$ cat src/rtl/if_stage.sv
// if_stage: instruction fetch stage with a three-state IDLE/FETCH/EXEC controller.
// Holds the PC and the instruction register, issues one memory read per
// instruction and computes the next PC from the Pcsrc selection.
// Optional feature: define IF_STAGE_FETCH_CNT_EN to add the Fetch_cnt port,
// which counts accepted instruction words.
module if_stage #(
  parameter logic [31:0] RESET_PC = 32'h0000_0000
) (
  input  logic        Clk,
  input  logic        Clrn,
  input  logic [1:0]  Pcsrc,
  input  logic [31:0] Ext_imm,
  input  logic        Stall,
  output logic        Imem_req,
  output logic [31:0] Imem_addr,
  input  logic [31:0] Imem_rdata,
  input  logic        Imem_ack,
  output logic [31:0] Inst,
  output logic [5:0]  Op,
  output logic [5:0]  Func,
  output logic [31:0] Pc,
  output logic [31:0] Pc4,
  output logic        Inst_valid
`ifdef IF_STAGE_FETCH_CNT_EN
  ,
  output logic [31:0] Fetch_cnt
`endif
);

  typedef enum logic [1:0] {
    IDLE  = 2'd0,
    FETCH = 2'd1,
    EXEC  = 2'd2
  } state_e;

  state_e      state_q, state_d;
  logic [31:0] pc_q, pc_d;
  logic [31:0] inst_q, inst_d;
  logic        valid_q, valid_d;
  logic [31:0] pc4;
  logic [31:0] branch_off;
  logic [31:0] npc_raw;
  logic        ack_take;
  logic        advance;

  assign ack_take = (state_q == FETCH) && Imem_ack;
  assign advance  = (state_q == EXEC) && !Stall;
  assign pc4      = pc_q + 32'd4;

  // State register; reset parks the controller in IDLE so any ack is ignored
  always_ff @(posedge Clk or negedge Clrn) begin
    if (!Clrn) state_q <= IDLE;
    else       state_q <= state_d;
  end

  // Next-state: wait for ack in FETCH, hold in EXEC while stalled
  always_comb begin
    state_d = state_q;
    case (state_q)
      IDLE:    state_d = FETCH;
      FETCH:   if (Imem_ack) state_d = EXEC;
      EXEC:    if (!Stall) state_d = FETCH;
      default: state_d = IDLE;
    endcase
  end

  // Outputs decoded from state: a read is requested only while fetching
  always_comb begin
    Imem_req = 1'b0;
    if (state_q == FETCH) Imem_req = 1'b1;
  end

  // Next-PC selection and datapath register next values
  always_comb begin
    branch_off = Ext_imm << 2;
    case (Pcsrc)
      2'b01:   npc_raw = pc4 + branch_off;
      2'b10:   npc_raw = {pc4[31:28], inst_q[25:0], 2'b00};
      default: npc_raw = pc4;
    endcase
    pc_d    = pc_q;
    inst_d  = inst_q;
    valid_d = valid_q;
    if (ack_take) begin
      inst_d  = Imem_rdata;
      valid_d = 1'b1;
    end
    if (advance) begin
      pc_d    = npc_raw & 32'hFFFF_FFFC;
      valid_d = 1'b0;
    end
  end

  // PC, instruction register and valid flag
  always_ff @(posedge Clk or negedge Clrn) begin
    if (!Clrn) begin
      pc_q    <= RESET_PC & 32'hFFFF_FFFC;
      inst_q  <= '0;
      valid_q <= 1'b0;
    end else begin
      pc_q    <= pc_d;
      inst_q  <= inst_d;
      valid_q <= valid_d;
    end
  end

`ifdef IF_STAGE_FETCH_CNT_EN
  logic [31:0] fetch_cnt_q;

  // Count of accepted instruction words, wraps naturally
  always_ff @(posedge Clk or negedge Clrn) begin
    if (!Clrn)         fetch_cnt_q <= '0;
    else if (ack_take) fetch_cnt_q <= fetch_cnt_q + 32'd1;
  end

  assign Fetch_cnt = fetch_cnt_q;
`endif

  assign Imem_addr  = pc_q;
  assign Pc         = pc_q;
  assign Pc4        = pc4;
  assign Inst       = inst_q;
  assign Op         = inst_q[31:26];
  assign Func       = inst_q[5:0];
  assign Inst_valid = valid_q;

endmodule

$ cat config.mk
export PLATFORM = sky130hd
export DESIGN_NAME = if_stage
export DESIGN_NICKNAME = d
export VERILOG_FILES = /design/src/rtl/if_stage.sv
export SDC_FILE = /design/constraint.sdc
export NUM_CORES = 1
export LEC_CHECK = 0
export BUFFER_PORTS_ARGS = -buffer_cell sky130_fd_sc_hd__clkbuf_2
export CAP_MARGIN = 5
export CORE_ASPECT_RATIO = 0.8
export CORE_MARGIN = 1.5
export CORE_UTILIZATION = 51
export CTS_BUF_LIST = sky130_fd_sc_hd__clkbuf_8 sky130_fd_sc_hd__clkbuf_16
export DETAILED_ROUTE_END_ITERATION = 8
export GPL_TIMING_DRIVEN = 0
export HOLD_SLACK_MARGIN = 0.12
export PLACE_DENSITY = 0.82
export SLEW_MARGIN = 10
export SYNTH_ARGS = -nofsm -noshare
export SYNTH_HDL_FRONTEND = slang
export SYNTH_SLANG_ARGS = --single-unit
$ cat constraint.sdc
create_clock -name Clk -period 3.9 [get_ports Clk]
set_clock_uncertainty 0.2 [all_clocks]
set_input_delay 0.39 -clock Clk [delete_from_list [all_inputs] [get_ports Clk]]
set_output_delay 0.39 -clock Clk [all_outputs]
set_load 0.005 [all_outputs]
# Yosys cells after proc, flatten, opt, wreduce, memory -nomap -nowiden
# Index checks and enable logic that the tools add are counted.
# word_totals
ff_bits	65
inputBits	70
# classes
addsub	2
eq_ne	6
muxes	7
n_reduce_logical	6
# op_table
cell	n
one-hot mux 32 bit (2 select lines)	1
adder 32 x 3 -> 32 bit (second input constant)	1
adder 32 bit	1
one-hot mux 2 bit (3 select lines)	1
== test 2 x 1 -> 1 bit (second input constant)	2
== test 2 bit (second input constant)	2
2-to-1 mux 2 bit	2
inequality test 2 bit (second input constant)	2
2-to-1 mux 1 bit	3
logical AND 1 bit	2
zero test 2 bit	1
AND reduction 2 bit	1
nonzero test 2 bit	1
zero test 1 bit	1

# Logic depth before layout (Yosys ltp)
# logic_depth
word_depth	4
mapped_depth	17
ltp_nobuf	15

# Worst setup path after synthesis
# OpenSTA, ideal clock, no wires.
# synth_timing
path_kind	flip-flop to flip-flop
from	register pc_q[4], in the netlist Imem_addr[4]
to	register pc_q[30], in the netlist Imem_addr[30]
setup_ns	0.133
arrival_ns	3.301
t_required_ns	3.567
path_slack_ns	0.266
stages_incl_launch_ff	17
path_cell_list	dfrtp_1 > and4_4 > and3_4 > buf_8 > nand2_8 > nor2_1 > nand3_1 > xnor2_1 > ha_1 > clkbuf_1 > and3_1 > nand2_1 > or2_2 > o21ba_2 > o41ai_1 > xnor2_1 > o21ai_0
# synth_via
elab_chain_len	3
# synth_lines
item	line_no	source
start: declaration	37	logic [31:0] pc_q, pc_d;
start signal: assignment	97	pc_q <= RESET_PC & 32'hFFFF_FFFC;
start signal: assignment	101	pc_q <= pc_d;
adder 32 x 3 -> 32 bit	48	assign pc4 = pc_q + 32'd4;
via Pc4[21]	22	output logic [31:0] Pc4,
adder 32 bit	77	2'b01: npc_raw = pc4 + branch_off;
one-hot mux 32 bit (2 select lines)	76	case (Pcsrc)
# The timed path passes the listed nets, and every way through them passes these cells.
# A chain may end at the register's enable or synchronous reset.

# Final worst setup path
# layout_timing
from	register pc_q[6], in the netlist Imem_addr[6]
to	register pc_q[28], in the netlist Imem_addr[28]
# layout_via
elab_chain_len	3
# layout_lines
item	line_no
adder 32 x 3 -> 32 bit (*)	48
adder 32 bit	77
one-hot mux 32 bit (2 select lines) (*)	76
# Every way passes the cells marked *; elsewhere a longest branch is shown, timed or not.

==> metrics.yaml <==
htreeDepth: 3
grt_pass1_vias: 5731
die_w_um: 121.4
fmax_mhz: 257.3
status: "finished clean"
cts_buffer_depth: 2
numPortBuffers: 203
ant_nets: 0
die_h_um: 97.72
vias: 6349
routed_via_density: 6.001
clock_latency_ns: 0.35
cts.clk_slew.worst_paths_ns: 0.06
cts_root_buffer: "clkbuf_16"
critical_path.max_fanout: 7
nNetsFinal: 1017
top_layer: "met4"
cts_tree: "yes"
yosysMostFrequentCell: "dfrtp_1"
wl_met2_um: 9003
final_area_um2: 7908
wl_met3_um: 2284
syn-cell-area_um2: 5719
powerDensity_nw_per_um2: 801.5
gp_congestion: 0.9505
max_slew_margin_pct: 49.75
grt_antenna_before_repair: 0
reg2reg_depth: 13
place_area_um2: 6957
detail_route.wl_per_cell_um: 18.60
num_io_pins: 212
timing.reg2reg.setup_slack_ns: 0.01
drive_gt1_share_pct: 40.59
cts_inserted_buffers: 9
hold_viol: 0
n_antenna_cell: 0
wl_met1_um: 7806
grt_overflow: 0
worstMarginPinSlew_ns: 0.7537
fin_crit_ns: 3.886
power.leakage_nw: 3.691
synth_cell_types: 72
setup_ws_ns: 0.01412
synthCells: 653
synth_warnings: 0
synth-edff-count: 0
core-area_um2: 10890
hp-class: "input pin to register"
syn_area_per_cell_um2: 8.758
ir_worst_vdd_v: 0.0004024
crit_path_start_kind: "register"
dpl.cell_count: 1006
drtIter0Drc: 779
post-route-drc-count: 0
required_ns: 3.90
die_area_um2: 11860
synthArstFlopShare_pct: 100.0
endpoint_kind: "register"
synthToLayoutAreaGrowth_pct: 38.26
finalCritPeriodShare_pct: 99.64
post-route-util_pct: 72.61
arrival_ns: 3.89
wirelength_um: 19680
crit_type: "register to register"
hold_path_depth: 3
yosys_most_used_dff: "dfrtp_1"
grt_max_degree: 39
setup_viol: 0
initial_core_util_pct: 52.52
synthTopCellsByCount: "dfrtp_1, a21oi_1, nand2_1"
netlist_top_cells_area: "dfrtp_1, ha_1, buf_4"
yosys.area.top_type_share_pct: 28.44
finalSetupTns_ns: 0
place_worst_setup_slack_ns: -0.3854
hpwl_um: 14180
synth_largest_area_cell: "dfrtp_1"
dr.pass1.iters: 7
maxCapViolations: 0
ys_seq_area_share_pct: 28.44
rows: 34
maxSlewViolCount: 0
fin_cells: 1058
track_usage_pct: 31.89
grt_pass1_wl_um: 29550
synth_seq_cells: 65
cts.sinks: 65
repair_timing:
| item | 4_1_cts | 5_1_grt |
|---|---|---|
| pin swaps | 3 | 8 |
| endpoints found under the hold margin | 60 | 0 |
| hold buffers | 34 | 0 |
| buffers inserted | 0 | 8 |
| setup endpoints to repair | 12 | 13 |
| resized for setup | 18 | 39 |
through the flow:
step | hold slack, ns | power [W]
final | 0.1923 | 0.006338
after global routing | 0.2215 | 0.006713
after CTS | 0.1890 | 0.006035
after detailed placement | 0.1871 | 0.005046
after global placement | 0.2586 | 0.004975
after floorplan | -0.1056 | 0.003677
report_power, final:
| part | internal (W) | leakage (nW) | switching [W] |
|---|---|---|---|
| Sequential | 0.00101 | 0.742 | 0.000564 |
| Clock | 0.000533 | 0.148 | 0.000336 |
| Combinational | 0.00188 | 2.80 | 0.00201 |
| Total | 0.00343 | 3.69 | 0.00291 |
registers in the layout (all words and copies together), names as in the netlist:
signal and cells:
Inst 32, Imem_addr 30, Inst_valid 1, state_q 2
layout by cell type (no fill, tap or decap), drive strengths merged, types with 8 or more instances in the layout:
| cell type | instances |
|---|---|
| buf | 61 |
| nand2 | 50 |
| dfrtp | 65 |
| a221oi | 17 |
| nand4 | 13 |
| nor2 | 44 |
| ha | 37 |
| xor2 | 20 |
| o21ai | 32 |
| nor3 | 10 |
| nand3 | 22 |
| xnor2 | 35 |
| clkbuf | 238 |
| a21o | 9 |
| inv | 19 |
| o22ai | 8 |
| mux2 | 32 |
| a21oi | 58 |
| o21a | 8 |
| dlygate4sd3 | 34 |
| and3 | 8 |
final cells by class:
class,count,area (um^2)
clock inverters,5,62.56
well taps,144,180.2
inverters,18,67.56
clock buffers,11,252.7
multi-input cells,493,3780
repair buffers,246,1439
plain buffers,76,481.7
flip-flops and latches,65,1644
fillers,831,2983
path summary, 6_finish.rpt:
kind	startpoint	end
setup / recovery	Imem_addr[6]	Imem_addr[28]
hold / removal	Imem_ack	state_q[0]
setup reg to reg	Imem_addr[6]	Imem_addr[28]
hold reg to reg	Inst_valid	Inst_valid
max in group asynchronous	Clrn	Imem_addr[5]
min in group asynchronous	Clrn	Imem_addr[18]
critical path: stages, from the launching register on:
cell and delay (ns):
dfrtp_2 0.43, and4_4 0.26, and3_4 0.19, buf_8 0.13
and4_4 0.29, xor2_4 0.09, ha_1 0.32, nand2_1 0.12
or4_1 0.61, o311ai_4 0.36, a31oi_4 0.18, o41ai_2 0.27
xnor2_1 0.18, o21ai_1 0.10
per-layer routing:
metal	vias to the layer above	global-route usage [%]
met5	-	0
met3	65	7.805
met2	457	51.28
met1	2961	42.32
met4	0	9.955
li1	2866	-
kinds of logic after synthesis:
kind of cell,Yosys count,share of synthesized area (%)
xor+xnor,55,8.554
compound gates,191,22.45
buf+inv,100,9.954
flops,65,28.44
fa+ha+maj,38,8.444
simple gates,169,15.45
mux,34,6.651
other cells,1,0.06557
(Power assumes the default switching activity.)
